[src/rtl/tone_player.sv]
`default_nettype none
// ============================================================================
// tone_player : plays one latched note as a buzzer square wave, then a gap.
// Rev 1.0
// ============================================================================
module tone_player #(
  parameter int CLK_HZ      = 100_000_000,
  parameter int BEAT_CYCLES = 12_500_000,
  parameter int GAP_CYCLES  = 1_000_000
) (
  input  logic       clk,
  input  logic       rst,
  input  logic       en,
  input  logic       start,
  input  logic [1:0] octave,
  input  logic [2:0] note,
  input  logic [2:0] length,
  output logic [4:0] full_note,
  output logic       buzzer,
  output logic       busy,
  output logic       over
);

  localparam int H1 = CLK_HZ / (2 * 262);
  localparam int H2 = CLK_HZ / (2 * 294);
  localparam int H3 = CLK_HZ / (2 * 330);
  localparam int H4 = CLK_HZ / (2 * 349);
  localparam int H5 = CLK_HZ / (2 * 392);
  localparam int H6 = CLK_HZ / (2 * 440);
  localparam int H7 = CLK_HZ / (2 * 494);
  localparam int CW = $clog2(2 * H1 + 1);
  localparam int DW = $clog2(8 * BEAT_CYCLES + GAP_CYCLES + 1);

  typedef enum logic [1:0] {IDLE = 2'd0, TONE = 2'd1, GAP = 2'd2} state_t;

  state_t        state;
  logic [CW-1:0] tone_cnt;
  logic [DW-1:0] dur_cnt;
  logic [CW-1:0] base_half;
  logic [CW-1:0] half;
  logic [1:0]    oct_mapped;
  logic [DW-1:0] tone_last;

  // Half-period derives from the latched note so it stays fixed for the whole TONE.
  always_comb begin
    case (full_note[2:0])
      3'd2:    base_half = CW'(H2);
      3'd3:    base_half = CW'(H3);
      3'd4:    base_half = CW'(H4);
      3'd5:    base_half = CW'(H5);
      3'd6:    base_half = CW'(H6);
      3'd7:    base_half = CW'(H7);
      default: base_half = CW'(H1);
    endcase
  end

  always_comb begin
    case (full_note[4:3])
      2'd0:    half = base_half << 1;
      2'd2:    half = base_half >> 1;
      default: half = base_half;
    endcase
  end

  assign oct_mapped = (octave == 2'd3) ? 2'd1 : octave;
  assign tone_last  = (DW'(length) + DW'(1)) * DW'(BEAT_CYCLES) - DW'(1);

  always_ff @(posedge clk or posedge rst) begin
    if (rst) begin
      state     <= IDLE;
      tone_cnt  <= '0;
      dur_cnt   <= '0;
      full_note <= '0;
      buzzer    <= 1'b0;
      busy      <= 1'b0;
      over      <= 1'b0;
    end else if (!en) begin
      state    <= IDLE;
      tone_cnt <= '0;
      dur_cnt  <= '0;
      buzzer   <= 1'b0;
      busy     <= 1'b0;
      over     <= 1'b0;
    end else begin
      case (state)
        IDLE: begin
          over <= 1'b0;
          if (start) begin
            full_note <= {oct_mapped, note};
            dur_cnt   <= tone_last;
            tone_cnt  <= '0;
            buzzer    <= 1'b0;
            busy      <= 1'b1;
            state     <= TONE;
          end
        end
        TONE: begin
          if (dur_cnt == '0) begin
            state    <= GAP;
            dur_cnt  <= DW'(GAP_CYCLES - 1);
            tone_cnt <= '0;
            buzzer   <= 1'b0;
          end else begin
            dur_cnt <= dur_cnt - DW'(1);
            if (tone_cnt == half - CW'(1)) begin
              tone_cnt <= '0;
              buzzer   <= (full_note[2:0] != 3'd0) & ~buzzer;
            end else begin
              tone_cnt <= tone_cnt + CW'(1);
            end
          end
        end
        GAP: begin
          if (dur_cnt == '0) begin
            state <= IDLE;
            busy  <= 1'b0;
            over  <= 1'b1;
          end else begin
            dur_cnt <= dur_cnt - DW'(1);
          end
        end
        default: begin
          state <= IDLE;
          busy  <= 1'b0;
          over  <= 1'b0;
        end
      endcase
    end
  end

endmodule
`default_nettype wire

[config.mk]
export PLATFORM = sky130hd
export DESIGN_NAME = tone_player
export DESIGN_NICKNAME = d
export VERILOG_FILES = /design/src/rtl/tone_player.sv
export SDC_FILE = /design/constraint.sdc
export NUM_CORES = 1
export LEC_CHECK = 0
export CORE_AREA = 2 2 153 155
export CTS_BUF_LIST = sky130_fd_sc_hd__clkbuf_8
export DETAILED_ROUTE_END_ITERATION = 12
export DIE_AREA = 0 0 155 157
export SETUP_SLACK_MARGIN = 0.02
export SLEW_MARGIN = 20
export SYNTH_ARGS = -nofsm -noshare
export SYNTH_HDL_FRONTEND = slang
export SYNTH_SLANG_ARGS = --single-unit
[constraint.sdc]
create_clock -name clk -period 3.61 [get_ports clk]
set_input_delay 0.5415 -clock clk [delete_from_list [all_inputs] [get_ports clk]]
set_output_delay 0.5415 -clock clk [all_outputs]
set_load 0.1 [all_outputs]
== Word-level counts from Yosys, hierarchy flattened ==
Index checks and enable logic that the tools add are counted.

* Bits in registers: 56
* Input port bits: 12
* Word-level logic and storage cells: 75

* Add/sub/neg operators: 5
* Multipliers: 1
* Equality and inequality tests: 19
* Mux-type cells: 30
* Bitwise gates (word level): 2
* Reductions and logical operators: 11

{| class="wikitable"
|+ Operator list
! kind !! count
|-
| $mux W27 || 4
|-
| $pmux W18 S6 || 1
|-
| $pmux W27 S3 || 1
|-
| $mux W19 || 4
|-
| $pmux W19 S2 || 2
|-
| $sub A27 B1 Y27 const B || 2
|-
| $logic_not A27 Y1 || 1
|-
| $mul A4 B19 Y22 const B || 1
|-
| $add A19 B1 Y19 const B || 1
|-
| $eq A19 B19 Y1 || 1
|-
| $sub A19 B1 Y19 const B || 1
|-
| $reduce_and A3 Y1 || 5
|-
| $eq A3 B3 Y1 const B || 4
|-
| $ne A3 B3 Y1 const B || 4
|-
| $mux W2 || 5
|-
| $mux W1 || 9
|-
| $eq A2 B2 Y1 const B || 3
|-
| $eq A3 B2 Y1 const B || 2
|-
| $pmux W2 S3 || 1
|-
| $add A3 B1 Y4 const B || 1
|-
| $logic_not A2 Y1 || 2
|-
| $ne A4 B1 Y1 const B || 1
|-
| $ne A4 B4 Y1 const B || 1
|-
| $pmux W1 S2 || 2
|-
| 8 further kinds || 9
|}

== Longest topological paths before layout ==
Gate-level depths: netlist (run 1).

* Depth in word-level cells: 9
* Depth in mapped cells: 17
* Mapped depth without buffers: 16

== Worst setup path before layout (run 1) ==
OpenSTA, ideal clock, no wires.

* Path kind: in2reg
* From: in length[0]
* To: reg dur_cnt[26]
* Library setup time: 0.122 ns
* Data arrival time: 4.739 ns
* Data required time: 3.488 ns
* Setup slack: -1.250 ns
* Stages: 14
* Cell sequence: ha_1 > xor2_1 > fa_1 > fa_1 > inv_1 > fa_1 > and3_1 > o221ai_1 > a21oi_1 > or3_1 > a2111o_1 > a2111oi_1 > xnor2_1 > a32o_1

* Longest elaborated chain between the ends: 6

{| class="wikitable"
|+ Ends and longest elaborated chain
! item !! line !! source
|-
| start: declaration || 17 || <nowiki>input logic [2:0] length,</nowiki>
|-
| $add A3 B1 Y4 || 66 || <nowiki>assign tone_last = (DW'(length) + DW'(1)) * DW'(BEAT_CYCLES) - DW'(1);</nowiki>
|-
| $mul A4 B19 Y22 || 66 ||
|-
| $sub A27 B1 Y27 || 66 ||
|-
| $mux W27 || 88 || <nowiki>if (start) begin</nowiki>
|-
| $pmux W27 S3 || 85 || <nowiki>case (state)</nowiki>
|-
| $mux W27 || 77 || <nowiki>end else if (!en) begin</nowiki>
|-
| end signal: assignment || 90 || <nowiki>dur_cnt <= tone_last;</nowiki>
|-
| end signal: assignment || 100 || <nowiki>dur_cnt <= DW'(GAP_CYCLES - 1);</nowiki>
|-
| end signal: assignment || 104 || <nowiki>dur_cnt <= dur_cnt - DW'(1);</nowiki>
|-
| end: declaration || 38 || <nowiki>logic [DW-1:0] dur_cnt;</nowiki>
|}

No other way between the ends. The select of a mux whose other input is x is not followed.
A chain may end at the register's enable or synchronous reset.

== Worst setup path in the final report (run 1) ==
* From: in length[1]
* To: reg dur_cnt[26]

Same word-level chain as after synthesis.

==> results of run 1 <==
-- cell families after synthesis --
kind of cell / count (synthesis)
compound gates: 227
buf+inv: 71
flops: 56
fa+ha+maj: 41
simple gates: 251
mux: 9
xor+xnor: 48
-- synth_stat cells, types with 4 or more instances --
master | n | share of area (%)
sky130_fd_sc_hd__a211oi_1 | 10 | 1.4
sky130_fd_sc_hd__a21o_1 | 5 | 0.68
sky130_fd_sc_hd__a21oi_1 | 47 | 4.2
sky130_fd_sc_hd__a22o_1 | 6 | 0.95
sky130_fd_sc_hd__a22oi_1 | 6 | 0.81
sky130_fd_sc_hd__a31oi_1 | 14 | 1.6
sky130_fd_sc_hd__and2_1 | 5 | 0.56
sky130_fd_sc_hd__and3_1 | 7 | 0.79
sky130_fd_sc_hd__buf_2 | 4 | 0.36
sky130_fd_sc_hd__clkbuf_1 | 30 | 2.0
sky130_fd_sc_hd__dfrtp_1 | 56 | 25
sky130_fd_sc_hd__fa_1 | 8 | 2.9
sky130_fd_sc_hd__ha_1 | 33 | 7.4
sky130_fd_sc_hd__inv_1 | 31 | 2.1
sky130_fd_sc_hd__mux2_2 | 7 | 1.4
sky130_fd_sc_hd__nand2_1 | 59 | 4.0
sky130_fd_sc_hd__nand2b_1 | 11 | 1.2
sky130_fd_sc_hd__nand3_1 | 22 | 2.0
sky130_fd_sc_hd__nand4_1 | 9 | 1.0
sky130_fd_sc_hd__nor2_1 | 59 | 4.0
sky130_fd_sc_hd__nor2b_1 | 11 | 1.2
sky130_fd_sc_hd__nor3_1 | 23 | 2.1
sky130_fd_sc_hd__nor3b_1 | 6 | 0.81
sky130_fd_sc_hd__nor4_1 | 13 | 1.5
sky130_fd_sc_hd__o211ai_1 | 9 | 1.2
sky130_fd_sc_hd__o21ai_0 | 63 | 5.7
sky130_fd_sc_hd__o21bai_1 | 5 | 0.68
sky130_fd_sc_hd__o22ai_1 | 4 | 0.45
sky130_fd_sc_hd__o311ai_0 | 6 | 0.95
sky130_fd_sc_hd__o31ai_1 | 8 | 1.1
sky130_fd_sc_hd__or2_2 | 6 | 0.68
sky130_fd_sc_hd__or3_1 | 6 | 0.68
sky130_fd_sc_hd__xnor2_1 | 29 | 4.6
sky130_fd_sc_hd__xor2_1 | 19 | 3.0
-- through the flow --
step	area [um^2]	worst slack, ns	power [mW]	hold WS, ns	TNS [ns]
3_5_place_dp	6898	-1.452	3.685	0.5002	-11.03
2_1_floorplan	5736	-0.7928	2.800	0.4712	-2.947
6_report	7199	-0.4544	4.246	0.5254	-1.706
5_1_grt	7199	-0.6302	4.596	0.5661	-3.141
3_3_place_gp	6898	-1.406	3.666	0.4944	-10.72
4_1_cts	7132	-0.5629	4.190	0.5309	-2.071
-- routing by layer --
layer	share of wire (%)	wire [um]	global-route usage, %
met2	49	7636	22.84
met4	1.6	257	3.219
met5	0	0	0
met1	46	7236	17.33
met3	3.6	557	1.707
-- timing repair --
| action | CTS | global route |
|---|---|---|
| resized for setup | 37 | 11 |
| pin swaps | 41 | 13 |
| setup endpoints to repair | 9 | 8 |
| endpoints found under the hold margin | 0 | 0 |
| buffers inserted | 7 | 2 |
-- state kept, by name, indices dropped and copies added, names as in the netlist --
signal	cells
buzzer	1
full_note	5
state	2
tone_cnt	19
busy	1
over	1
dur_cnt	27
-- worst min-delay path, cell delays in order, from the launching register on --
cell                      delay, ns
sky130_fd_sc_hd__dfrtp_1       0.36
sky130_fd_sc_hd__o21ai_0       0.07
sky130_fd_sc_hd__o21ai_0       0.06
-- report_power, final --
part           internal, mW  switching [mW]
sequential            0.751           0.194
combinational          1.29            1.62
clock                 0.144           0.253
-- worst max path at each step --
stage	to	slack (ns)	cells after the start
6_report	dur_cnt[26]	-0.45	17
5_1_grt	dur_cnt[26]	-0.63	15
4_1_cts	dur_cnt[26]	-0.56	15
3_5_place_dp	dur_cnt[26]	-1.45	15
3_3_place_gp	dur_cnt[26]	-1.41	15
2_1_floorplan	dur_cnt[26]	-0.79	14
-- cell type report --
| class | count | area (um^2) | area share (%) |
|---|---|---|---|
| Clock buffer | 5 | 68.82 | 0.9559 |
| Clock inverter | 3 | 26.28 | 0.3650 |
| Inverter | 32 | 126.4 | 1.755 |
| Multi-Input combinational cell | 576 | 4173 | 57.96 |
| Sequential cell | 56 | 1406 | 19.53 |
| Tap cell | 285 | 356.6 | 4.953 |
| Timing Repair Buffer | 131 | 1042 | 14.48 |
==> tab_implementation.tex, run 1 <==
\begin{tabular}{lr}
\hline
Metric & Value \\
\hline
\multicolumn{2}{l}{\textbf{GRT}} \\
Aggregate global routing overflow & 0 \\
Largest net degree at the start of global routing & 44 \\
Overall fraction of global-route tracks in use & 13.15\% \\
First-pass GRT wire length & 26660 um \\
Via count of the first global-routing pass & 5455 \\
Initial antenna violation count & 0 \\
\multicolumn{2}{l}{\textbf{Routing}} \\
First-iteration detailed-routing DRC count & 289 \\
Detailed-routing iteration count for the pre-antenna-repair pass & 4 \\
Number of design rule violations left after detail routing & 0 \\
Vias per cell & 5.125 \\
Routed Antenna Nets & 0 \\
Total number of vias & 5576 \\
Overall routed net length & 15690 um \\
Post-DR wirelength/cell & 14.42 um \\
\multicolumn{2}{l}{\textbf{Critical path}} \\
Start of the worst register-to-register path & dur\_cnt[18] \\
Classification of the worst setup path & in -> reg \\
Bufs and invs on worst path & 4 \\
Slack of the worst reg-to-reg path & 0.27 ns \\
Depth of the worst register-to-register path & 9 \\
Largest delay contributor family on the critical path & compound AO/OA/AOI/OAI gates \\
RR Endpoint & dur\_cnt[7] \\
Chain of cells forming the critical path & buf\_6 > buf\_6 > ha\_4 > inv\_4 > buf\_4 > ha\_1 > ha\_4 > xnor2\_1 > ha\_1 > or4\_4 > o221ai\_2 > a21oi\_2 > or3\_4 > a2111o\_1 > a2111oi\_4 > xnor2\_1 > a32o\_1 \\
Startpoint kind of the worst setup timing path & input port \\
Worst EP required & 3.86 ns \\
Startpoint of the worst setup timing path & length[1] \\
Worst EP arrival & 4.31 ns \\
Delay of the slowest cell on the worst path & 0.55 ns \\
Slowest CP cell & sky130\_fd\_sc\_hd\_\_or4\_4 \\
Critical path endpoint category & flop \\
Worst-path fanout max & 4 \\
\multicolumn{2}{l}{\textbf{STA}} \\
Peak Freq & 246.0 MHz \\
Setup clock skew after layout & 0.01851 ns \\
Final setup violating endpoints & 8 \\
Normalized max-slew margin & 31.48\% \\
Least setup slack across all paths after layout & -0.4544 ns \\
Number of hold-slack violations in the final timing report & 0 \\
Final Cycle Share & 112.6\% \\
Least-Margin Pin Slew & 1.025 ns \\
Number of pins exceeding their max-slew limit in the final report & 0 \\
Fin crit period & 4.064 ns \\
Setup repair after global routing missed its margin & true \\
\multicolumn{2}{l}{\textbf{Pwr}} \\
Peak ir drop on the vdd network & 0.2339 mV \\
Static power due to leakage & 2.977 nW \\
Power density normalized to cell area & 589.8 nW/um\^{}2 \\
\multicolumn{2}{l}{\textbf{Synthesis}} \\
Mux share of post-synthesis cell area & 1.780\% \\
Cell area after synthesis & 5554 um\^{}2 \\
YS warnings & 0 \\
Adder and majority cell fraction of the synthesized area & 10.32\% \\
Complex-gate fraction of the synthesized area & 27.12\% \\
Number of enable-type register cells in the synthesized netlist & 0 \\
Main combinational cell family by area after synthesis & compound AO/OA/AOI/OAI gates \\
Synth async-reset ratio & 100.0\% \\
Instance count of the mapped netlist & 703 \\
Sequential element share of the synthesized area & 25.23\% \\
Area share of xor/xnor cells in the synthesized design & 7.569\% \\
Unique masters post-synth & 75 \\
Top flip-flop cell by instance count after synthesis & sky130\_fd\_sc\_hd\_\_dfrtp\_1 \\
Synthesized netlist net count & 756 \\
Area share of and/or/nand/nor cells after synthesis & 22.75\% \\
Average cell area after synthesis & 7.901 um\^{}2 \\
FF+latch count, synth & 56 \\
\multicolumn{2}{l}{\textbf{Outcome}} \\
Outcome & finished with violations \\
Violated checks & negative setup slack \\
\multicolumn{2}{l}{\textbf{Clock tree}} \\
Clock Tree Buf Depth & 2 \\
Clock network latency to the later pin of the worst-skew pair & 0.34 ns \\
Cell at the root of the clock tree & sky130\_fd\_sc\_hd\_\_clkbuf\_8 \\
TritonCTS clock tree & yes \\
Cts hold-fix bufs & 0 \\
CTS sink count & 56 \\
H-tree Lvls & 2 \\
Inserted Clock Buffers & 5 \\
Clock transition at the register clock pins on the worst setup and hold paths after CTS & 0.12 ns \\
\multicolumn{2}{l}{\textbf{Die}} \\
Die W & 155 um \\
Area of the placeable core & 22500 um\^{}2 \\
Number of cell rows & 55 \\
Number of I/O pins & 20 \\
Starting utilization of the core area & 24.68\% \\
Y dimension of the die & 157 um \\
Area of the die & 24340 um\^{}2 \\
\multicolumn{2}{l}{\textbf{Finish}} \\
Final non-filler cell total & 1088 \\
Area growth syn-to-layout & 29.62\% \\
Number of filler cells placed in the layout & 2369 \\
Diodes inserted & 0 \\
Number of nets in the final layout & 855 \\
Commonest non-fill, non-tap cell in the layout & sky130\_fd\_sc\_hd\_\_buf\_4 \\
Fraction of layout cells with a size suffix above 1 & 24.91\% \\
Utilization after layout & 31.99\% \\
Top library cells by usage in the layout, fill and taps aside & 110 x sky130\_fd\_sc\_hd\_\_buf\_4, 58 x sky130\_fd\_sc\_hd\_\_o21ai\_0, 57 x sky130\_fd\_sc\_hd\_\_nor2\_1, 57 x sky130\_fd\_sc\_hd\_\_nand2\_1, 52 x sky130\_fd\_sc\_hd\_\_dfrtp\_1 \\
\multicolumn{2}{l}{\textbf{Placed design}} \\
I/O Buffers & 19 \\
Final estimated routing congestion in global placement & 0.8581 \\
Count of placed standard cells including taps & 1072 \\
Post-detailed-placement half-perimeter wirelength & 11890 um \\
\multicolumn{2}{l}{\textbf{Min path}} \\
Critical hold path startpoint & dur\_cnt[15] \\
Hold worst-path end & dur\_cnt[15] \\
Worst Hold Class & reg -> reg \\
Hold Path Depth & 2 \\
\multicolumn{2}{l}{\textbf{Flow run}} \\
Maxcap violations & 0 \\
\hline
\end{tabular}
Note: power is estimated with default switching activity, not from simulation.
==> run 2: changes to the inputs <==
- SKIP_LAST_GASP: unset -> 1
==> results of run 2 <==
The final DEF is identical to that of run 1; final timing and power are the same.
==> run 3: changes to the inputs <==
- CTS_CLUSTER_DIAMETER: unset -> 60
- PLACE_DENSITY: unset -> 0.42
==> tab_implementation.tex, run 3 (same netlist as run 1, synthesis figures left out) <==
\begin{tabular}{lr}
\hline
Metric & Value \\
\hline
\multicolumn{2}{l}{\textbf{Pwr}} \\
Static power due to leakage & 2.949 nW (-0.91\%) \\
Switching Fraction & 48.68\% (+0.065 points) \\
Combinational share of power & 70.5\% (+2.1 points) \\
Power density normalized to cell area & 601.7 nW/um\^{}2 (+2.0\%) \\
Seq pwr share & 20.9\% (-1.4 points) \\
Peak ir drop on the vdd network & 0.2416 mV (+3.3\%) \\
Total power of the final layout & 4.375 mW (+3.0\%) \\
Power share of the clock group & 8.7\% (-0.6 points) \\
Switching pwr & 2.130 mW (+3.2\%) \\
Internal power & 2.245 mW (+2.9\%) \\
\multicolumn{2}{l}{\textbf{Die}} \\
Area of the die & 24340 um\^{}2 (unchanged) \\
Number of I/O pins & 20 (unchanged) \\
Area of the placeable core & 22500 um\^{}2 (unchanged) \\
Y dimension of the die & 157 um (unchanged) \\
Die W & 155 um (unchanged) \\
Number of cell rows & 55 (unchanged) \\
Starting utilization of the core area & 24.68\% (unchanged) \\
\multicolumn{2}{l}{\textbf{Clock tree}} \\
Cell at the root of the clock tree & sky130\_fd\_sc\_hd\_\_clkbuf\_8 \\
Inserted Clock Buffers & 5 (unchanged) \\
CTS sink count & 56 (unchanged) \\
H-tree Lvls & 2 (unchanged) \\
Clock transition at the register clock pins on the worst setup and hold paths after CTS & 0.11 ns (about the same) \\
Clock Tree Buf Depth & 2 (unchanged) \\
TritonCTS clock tree & yes \\
Clock network latency to the later pin of the worst-skew pair & 0.33 ns (about the same) \\
\multicolumn{2}{l}{\textbf{Critical path}} \\
Slack of the worst reg-to-reg path & 0.30 ns (+0.03 ns) \\
Worst EP required & 3.85 ns (about the same) \\
Classification of the worst setup path & in -> reg \\
Startpoint of the worst setup timing path & length[0] \\
Chain of cells forming the critical path & buf\_8 > buf\_6 > ha\_4 > xor2\_4 > buf\_6 > fa\_2 > buf\_4 > buf\_4 > fa\_1 > ha\_1 > inv\_1 > o21bai\_1 > and2\_1 > a211o\_1 > a2111o\_1 > buf\_4 > a211oi\_2 > xnor2\_1 > o31ai\_1 \\
Critical path endpoint category & flop \\
Worst-path fanout max & 4 (unchanged) \\
Startpoint kind of the worst setup timing path & input port \\
Start of the worst register-to-register path & dur\_cnt[18] \\
Worst EP arrival & 4.42 ns (+0.11 ns) \\
RR Endpoint & dur\_cnt[13] \\
Depth of the worst register-to-register path & 8 (-1) \\
Slowest CP cell & sky130\_fd\_sc\_hd\_\_fa\_1 \\
Delay of the slowest cell on the worst path & 0.49 ns (-0.06 ns) \\
Crit path top cell by count & sky130\_fd\_sc\_hd\_\_buf\_4 \\
\multicolumn{2}{l}{\textbf{Routing}} \\
Routed Antenna Nets & 0 (unchanged) \\
Total length of routed met2 wires & 8415 um (+10\%) \\
Number of design rule violations left after detail routing & 0 (unchanged) \\
Vias per cell & 5.053 (-1.4\%) \\
First-iteration detailed-routing DRC count & 294 (+1.7\%) \\
Highest routed layer & met4 \\
Met1 routed wirelength after detailed routing & 8265 um (+14\%) \\
Post-DR wirelength/cell & 15.83 um (+9.8\%) \\
Total number of vias & 5488 (-1.6\%) \\
Total length of routed met3 wires & 356 um (-36\%) \\
Detailed-routing iteration count for the pre-antenna-repair pass & 5 (+1) \\
Overall routed net length & 17190 um (+9.6\%) \\
\multicolumn{2}{l}{\textbf{STA}} \\
Least setup slack across all paths after layout & -0.5657 ns (-0.1113 ns) \\
Post-Route Hold Slack & 0.5160 ns (-0.009397 ns) \\
Setup repair after global routing missed its margin & true \\
Least-Margin Pin Slew & 0.9690 ns (-0.05549 ns) \\
Number of hold-slack violations in the final timing report & 0 (unchanged) \\
Final Cycle Share & 115.7\% (+3.1 points) \\
Setup clock skew after layout & 0.008438 ns (-0.01007 ns) \\
Peak Freq & 239.5 MHz (-2.7\%) \\
Fin crit period & 4.176 ns (+0.1113 ns) \\
Normalized max-slew margin & 35.19\% (+3.7 points) \\
Final setup violating endpoints & 8 (unchanged) \\
Setup Total Neg Slack & -2.578 ns (-0.8720 ns) \\
Number of pins exceeding their max-slew limit in the final report & 0 (unchanged) \\
\multicolumn{2}{l}{\textbf{Finish}} \\
Commonest non-fill, non-tap cell in the layout & sky130\_fd\_sc\_hd\_\_buf\_4 \\
Area growth syn-to-layout & 30.91\% \\
Utilization after layout & 32.31\% (+0.32 points) \\
Post-route standard cell area excluding fillers & 7271 um\^{}2 (+0.99\%) \\
Leading registers by flop count & dur\_cnt x27, tone\_cnt x19, full\_note x5 \\
Fraction of layout cells with a size suffix above 1 & 25.09\% (+0.19 points) \\
Diodes inserted & 0 (unchanged) \\
Largest register FFs & 27 (unchanged) \\
Top library cells by usage in the layout, fill and taps aside & 105 x sky130\_fd\_sc\_hd\_\_buf\_4, 59 x sky130\_fd\_sc\_hd\_\_nand2\_1, 58 x sky130\_fd\_sc\_hd\_\_nor2\_1, 58 x sky130\_fd\_sc\_hd\_\_o21ai\_0, 52 x sky130\_fd\_sc\_hd\_\_dfrtp\_1 \\
Register name with the most flops & dur\_cnt \\
Number of nets in the final layout & 853 (-0.23\%) \\
\multicolumn{2}{l}{\textbf{Flow run}} \\
Maxcap violations & 0 (unchanged) \\
\multicolumn{2}{l}{\textbf{Placed design}} \\
Post-detailed-placement half-perimeter wirelength & 12880 um (+8.3\%) \\
Final estimated routing congestion in global placement & 0.8553 (-0.33\%) \\
I/O Buffers & 19 (unchanged) \\
Post-Place Cell Area & 6868 um\^{}2 (-0.44\%) \\
\multicolumn{2}{l}{\textbf{GRT}} \\
First-pass GRT wire length & 28260 um (+6.0\%) \\
Initial antenna violation count & 0 (unchanged) \\
Overall fraction of global-route tracks in use & 14.25\% (+1.1 points) \\
Aggregate global routing overflow & 0 (unchanged) \\
Via count of the first global-routing pass & 5493 (+0.70\%) \\
Largest net degree at the start of global routing & 34 (-23\%) \\
\multicolumn{2}{l}{\textbf{Min path}} \\
Hold worst-path end & dur\_cnt[6] \\
Critical hold path startpoint & dur\_cnt[6] \\
Worst Hold Class & reg -> reg \\
Hold Path Depth & 1 (-1) \\
\multicolumn{2}{l}{\textbf{Outcome}} \\
Outcome & finished with violations \\
Violated checks & negative setup slack \\
\hline
\end{tabular}
## run 3: cell types whose count changed in the layout (fill, tap and decap cells not counted), moves of 2 or more
cell / previous run / this run
sky130_fd_sc_hd__buf_4: 110 / 105
sky130_fd_sc_hd__buf_6: 5 / 8
sky130_fd_sc_hd__ha_1: 28 / 25
sky130_fd_sc_hd__a21oi_1: 45 / 43
sky130_fd_sc_hd__clkinvlp_4: 1 / 3
sky130_fd_sc_hd__ha_4: 5 / 7
sky130_fd_sc_hd__inv_6: 2 / 0
sky130_fd_sc_hd__nand2_1: 57 / 59
sky130_fd_sc_hd__o21ai_1: 2 / 4
sky130_fd_sc_hd__o21ai_2: 3 / 1
## run 3: worst max-delay path by stage
| stage | to | cells past startpoint |
|---|---|---|
| 2_1_floorplan | dur_cnt[26] | 14 |
| 3_3_place_gp | dur_cnt[26] | 16 |
| 3_5_place_dp | dur_cnt[26] | 16 |
| 4_1_cts | dur_cnt[26] | 16 |
| 5_1_grt | dur_cnt[26] | 18 |
| 6_report | dur_cnt[25] | 19 |
## run 3: area by class of cell
class | instances | area [um^2]
Clock buffer | 5 | 68.82
Clock inverter | 3 | 23.77
Fill cell | 2355 | 15230
Inverter | 32 | 126.4
Multi-Input combinational cell | 576 | 4244
Sequential cell | 56 | 1406
Tap cell | 285 | 356.6
Timing Repair Buffer | 129 | 1045
## run 3: power groups by stage
stage	combinational (mW)	sequential, mW	clock, mW
2_1_floorplan	1.78	1.02	0
3_3_place_gp	2.81	0.918	0
3_5_place_dp	2.82	0.922	0
4_1_cts	2.91	0.912	0.398
5_1_grt	3.37	0.939	0.421
6_report	3.08	0.913	0.380
## run 3: worst max-delay path: cells and delay by family
family | cells | cell delay [ns]
XOR/XNOR | 2 | 0.23
adder cells (fa/ha/maj) | 4 | 1.38
AO/OA/AOI/OAI | 5 | 1.22
buffers and inverters | 7 | 0.86
AND/OR/NAND/NOR | 1 | 0.18
## run 3: metrics by stage
stage	cells	worst slack [ns]
global route	1086	-0.6729
finish	1086	-0.5657
detailed placement	1068	-1.473
floorplan	703	-0.7928
CTS	1081	-0.6578
global placement	1068	-1.428
## run 3: routing by layer
| layer | vias up | global-route usage (%) |
|---|---|---|
| li1 | 2768 | - |
| met1 | 2644 | 19.36 |
| met2 | 65 | 24.40 |
| met3 | 11 | 1.900 |
| met4 | 0 | 2.601 |
| met5 | - | 0 |
## run 3: what timing repair did
item | 4_1_cts | 5_1_grt
pin swaps | 24 | 20
gates resized for setup | 28 | 27
hold buffers | 0 | 0
setup endpoints to repair | 10 | 9
gates cloned | 0 | 0
hold endpoints to repair | 0 | 0
setup buffers | 5 | 5
==> patch 1: new RTL, settings of run 2 <==
Encoding of `state_t`: now one-hot (3 bits for 3 states).
--- a/src/rtl/tone_player.sv
+++ b/src/rtl/tone_player.sv
@@ -32,5 +32,5 @@
   localparam int DW = $clog2(8 * BEAT_CYCLES + GAP_CYCLES + 1);
 
-  typedef enum logic [1:0] {IDLE = 2'd0, TONE = 2'd1, GAP = 2'd2} state_t;
+  typedef enum logic [2:0] {IDLE = 3'b001, TONE = 3'b010, GAP = 3'b100} state_t;
 
   state_t        state;
Function: no difference found for any inputs over 10 cycles, from zero or initial values and one cycle with rst high; not proved beyond that.
==> patch 1 against run 2 <==
The flow still finishes with violations (setup timing). Die area did not move. Cell count fell by 3.6%. Design area fell by 2.1%. Sequential cell count rose by 1. Wire length rose by 0.77%. Synthesized area fell by 1.1%. Worst setup slack improved by 0.20 ns. Total power fell by 7.7%. Combinational power fell by 12%. Largest power group unchanged.
==> patch 1: results (changes against run 2) <==
Initial antenna violation count - 0 (unchanged)
Prevailing post-synth register cell - dfrtp_1
Top Registers - dur_cnt (27), tone_cnt (19), full_note (5)
Final Wtd Congestion - 0.8634 (+0.62%)
Status - finished with violations
Top cells by area, synth - dfrtp_1 26%, ha_1 6.6%, xnor2_1 4.8%, xor2_1 4.3%, nand2_1 4.0%
Vias per cell - 5.108 (-0.34%)
Worst Skew - 0.009271 ns (-0.009241 ns)
Vias in the first global route - 5215 (-4.4%)
Clock transition at path regs - 0.07 ns (-0.05 ns)
Post-Synthesis Net Count - 720 (-4.8%)
PnR worst setup slack - -0.2575 ns (+0.1968 ns)
Max_slew headroom - 32.16% (+0.68 points)
# setup viols final - 8 (unchanged)
CTS buffer count - 9 (+4)
Synth unique cells - 85 (+13%)
Final-stage net count - 808 (-5.5%)
Worst-case vdd ir drop - 0.2835 mV (+21%)
DRT iter0 DRCs - 540 (+87%)
Layout cell share with drive strength beyond 1 - 24.35% (-0.56 points)
Top cells by count, synth - 59 x nand2_1, 56 x dfrtp_1, 55 x nor2_1, 33 x a21oi_1, 32 x inv_1
Total Routing Usage GR - 13.26% (+0.11 points)
Slowest stage delay, CP - 0.57 ns (+0.02 ns)
CP Max Fanout - 5 (+1)
Crit path max-delay family - adder cells
Drt first pass iters - 4 (unchanged)
H-Tree Depth - 3 (+1)
CP Data Arrival Time - 4.10 ns (-0.21 ns)
HPWL after DPL - 11.56 mm (-2.8%)
LEAKAGE - 2.927 nW (-1.7%)
Input/output buffers - 19 (unchanged)
Antenna fix cells - 0 (unchanged)
FFs w/ async S/R, synth - 100.0% (unchanged)
Detailed Route WL - 15.81 mm (+0.77%)
Final Hold Viols - 0 (unchanged)
Slowest stage cell, crit path - fa_1
Pre-CTS setup slack - -1.177 ns (+0.2751 ns)
Failing checks - setup timing
First-pass GRT wire length - 26.50 mm (-0.62%)
Largest net degree at the start of global routing - 25 (-43%)
Sequential fraction of the synthesis area - 25.98% (+0.75 points)
Synth warn - 0 (unchanged)
CTS max path bufs - 2 (unchanged)
-- patch 1: cell types whose count changed after synthesis, sizes merged, moves of 5 or more --
| cell | delta |
|---|---|
| buf | +9 |
| o21a | +7 |
| clkbuf | -11 |
| a21oi | -17 |
| nor4 | -5 |
| nand4 | +5 |
| nand3 | -8 |
| a211oi | -7 |
| xor2 | +9 |
| nor3 | -5 |
-- patch 1: power by group --
| part | switching, mW | internal, mW | total (mW) | leakage, nW |
|---|---|---|---|---|
| Sequential | 0.116 | 0.709 | 0.825 | 0.761 |
| Clock | 0.276 | 0.282 | 0.558 | 0.0911 |
| Combinational | 1.38 | 1.15 | 2.54 | 2.07 |
| Total | 1.78 | 2.14 | 3.92 | 2.93 |
-- patch 1: cell families after synthesis --
family                     synth area share [%]
AOI/OAI and AO/OA                         25.82
xor gates and xnor gates                  9.586
adders and majority gates                 9.517
buffers and inverters                     5.419
DFF                                       25.98
muxes                                    0.9790
and+or+nand+nor                           22.70
-- patch 1: layer usage --
layer / GRT usage (%) / wire length, microns / up-vias
met2: 21.23 / 7458 / 126
met5: 0 / 0 / -
met1: 18.31 / 7476 / 2585
met4: 3.968 / 246 / 0
met3: 2.258 / 626 / 20
li1: - / - / 2627
-- patch 1: worst min-delay path, stage by stage (launching register included) --
cell and delay (ns):
dfrtp_1 0.35, o21ai_1 0.06, nand2_1 0.05
-- patch 1: path summary, 6_finish.rpt --
| kind | start | to | slack (ns) | cells past startpoint |
|---|---|---|---|---|
| max | length[1] | dur_cnt[18] | -0.26 | 16 |
| max reg2reg | full_note[2] | tone_cnt[15] | 0.35 | 13 |
| min | dur_cnt[9] | dur_cnt[9] | 0.49 | 2 |
| min reg2reg | dur_cnt[9] | dur_cnt[9] | 0.49 | 2 |
| max in group asynchronous | rst | state[0] | 2.34 | 3 |
| min in group asynchronous | rst | dur_cnt[3] | 0.56 | 2 |
-- patch 1: per-stage QoR --
step                      TNS, ns  area, sq um  std cells  util [%]  power [mW]
after floorplan            -4.269         5629        671         -       2.485
after CTS                  -1.474         6922       1046     30.76       3.826
after global routing       -2.397         7048       1049     31.32       4.231
after detailed placement   -9.873         6613       1023     29.39       3.175
after global placement     -9.500         6613       1023     29.39       3.156
final                      -1.391         7048       1049     31.32       3.919
-- patch 1: cell type report --
| class | instances | area, sq um |
|---|---|---|
| Clock buffer | 11 | 151.4 |
| Clock inverter | 5 | 30.03 |
| Fill cell | 2360 | 15450 |
| Inverter | 34 | 133.9 |
| Multi-Input combinational cell | 543 | 4021 |
| Sequential cell | 57 | 1429 |
| Tap cell | 285 | 356.6 |
| Timing Repair Buffer | 114 | 925.9 |
-- patch 1: timing repair --
action	4_1_cts	5_1_grt
setup endpoints to repair	10	8
buffers inserted	7	3
pin swaps	30	24
gates cloned	0	0
gates resized for setup	28	19
==> patch 2: new RTL, settings of run 2 <==
Without the edit above. `GAP_CYCLES`: 1_000_000 -> 2_000_000.
--- a/src/rtl/tone_player.sv
+++ b/src/rtl/tone_player.sv
@@ -7,5 +7,5 @@
   parameter int CLK_HZ      = 100_000_000,
   parameter int BEAT_CYCLES = 12_500_000,
-  parameter int GAP_CYCLES  = 1_000_000
+  parameter int GAP_CYCLES  = 2_000_000
 ) (
   input  logic       clk,
Check against the original RTL: same outputs for any inputs over 10 cycles, from zero or initial values and one cycle with rst high; that may be too few to reach the edited logic, so the function may still have changed.
==> patch 2 against run 2 <==
The flow still finishes with violations (setup timing). Synthesized area is 1.6% higher. Sequential cell count stayed put. Worst setup slack better by 0.21 ns. Cell count is 0.64% lower. Total power is 1.7% higher. Wire length is 2.1% higher. Worst hold slack worse by 0.012 ns. Sequential power is 2.8% lower. Highest routed layer unchanged. Critical path type unchanged. Largest power group unchanged. Design area is 1.0% lower. Count of clock-buffer cells in the layout is 1 higher.
==> patch 2: results (changes against run 2) <==
Detailed Route WL - 16.01 mm (+2.1%)
Compound-gate portion of the synthesized area - 25.38% (-1.7 points)
HPWL after DPL - 12.12 mm (+1.9%)
Post-Synthesis Net Count - 765 (+1.2%)
Layout cell share with drive strength beyond 1 - 22.99% (-1.9 points)
First-pass GRT wire length - 27.28 mm (+2.3%)
Setup bufs post-CTS - 4 (-3)
Final setup TNS - -1.584 ns (+0.1224 ns)
Status - finished with violations
Net Sw Power - 2.098 mW (+1.6%)
Worst Skew - 0.009495 ns (-0.009017 ns)
M1 WL - 7.318 mm (+1.1%)
Drt first pass iters - 5 (+1)
Largest net degree at the start of global routing - 28 (-36%)
Grt met3 use - 1.487% (-0.22 points)
Synth Area in XOR/XNOR - 8.223% (+0.65 points)
Area post-placement - 6787 sq um (-1.6%)
CP Data Arrival Time - 4.10 ns (-0.21 ns)
Top cells by count, synth - 60 x o21ai_0, 59 x nand2_1, 58 x nor2_1, 56 x dfrtp_1, 49 x a21oi_1
R2R Path End - tone_cnt[5]
Final-stage net count - 848 (-0.82%)
Post-CTS Resized - 30 (-19%)
Failing checks - setup timing
M2 GR Usage - 23.81% (+0.97 points)
Worst r2r path cells - 11 (+2)
Worst-case vdd ir drop - 0.2603 mV (+11%)
Met3 WL - 686 microns (+23%)
Synth unique cells - 80 (+6.7%)
R2r setup slk - 0.24 ns (-0.03 ns)
Post-Synthesis Cells - 712 (+1.3%)
Pre-CTS setup slack - -1.230 ns (+0.2221 ns)
PnR worst setup slack - -0.2440 ns (+0.2104 ns)
Vias per cell - 5.167 (+0.83%)
Final Wtd Congestion - 0.8252 (-3.8%)
# setup viols final - 8 (unchanged)
Vias in the first global route - 5388 (-1.2%)
End of the critical path - dur_cnt[25]
Top cells by area, synth - dfrtp_1 25%, ha_1 7.3%, xnor2_1 5.4%, o21ai_0 5.3%, a21oi_1 4.3%
Post-synthesis mux area share - 1.928% (+0.15 points)
-- patch 2: cell types whose count changed after synthesis, moves of 6 or more --
| cell | change |
|---|---|
| xnor2_1 | +6 |
| nand3_1 | +10 |
| buf_2 | +11 |
| clkbuf_1 | -16 |
| a31oi_1 | -11 |
| o21ai_1 | +8 |
| nand2b_1 | +9 |
-- patch 2: power by group through the flow --
stage | Sequential (mW) | Combinational [mW] | Clock (mW)
finish | 0.919 | 3.01 | 0.387
global route | 0.949 | 3.31 | 0.424
CTS | 0.920 | 2.91 | 0.408
detailed placement | 0.931 | 2.80 | 0
global placement | 0.928 | 2.77 | 0
floorplan | 1.01 | 1.91 | 0
-- patch 2: worst min-delay path by stage --
| stage | from | depth (start not counted) | end |
|---|---|---|---|
| detailed placement | dur_cnt[17] | 1 | dur_cnt[17] |
| finish | dur_cnt[17] | 1 | dur_cnt[17] |
| global route | dur_cnt[6] | 2 | dur_cnt[6] |
| floorplan | dur_cnt[26] | 2 | dur_cnt[26] |
| global placement | dur_cnt[6] | 2 | dur_cnt[6] |
| CTS | dur_cnt[17] | 1 | dur_cnt[17] |
-- patch 2: worst max-delay path, cell delays in order --
cell and delay, ns:
buf_8 0.10, ha_4 0.17, xnor2_4 0.17, inv_2 0.06
fa_2 0.48, fa_1 0.52, inv_2 0.06, buf_4 0.13
fa_2 0.34, buf_4 0.17, nor2_4 0.11, a22oi_2 0.10
o32ai_4 0.17, o2111ai_4 0.23, nor3_4 0.25, nand3b_1 0.11
xnor2_1 0.13, o32ai_1 0.24
-- patch 2: final cells by class --
class / instances / share of cell area [%]
clock buffer: 6 / 1.159
clock inverter: 2 / 0.1932
inverter: 33 / 1.773
multi-input combinational: 584 / 59.19
sequential: 56 / 19.74
tap: 285 / 5.004
timing repair buffer: 115 / 12.94
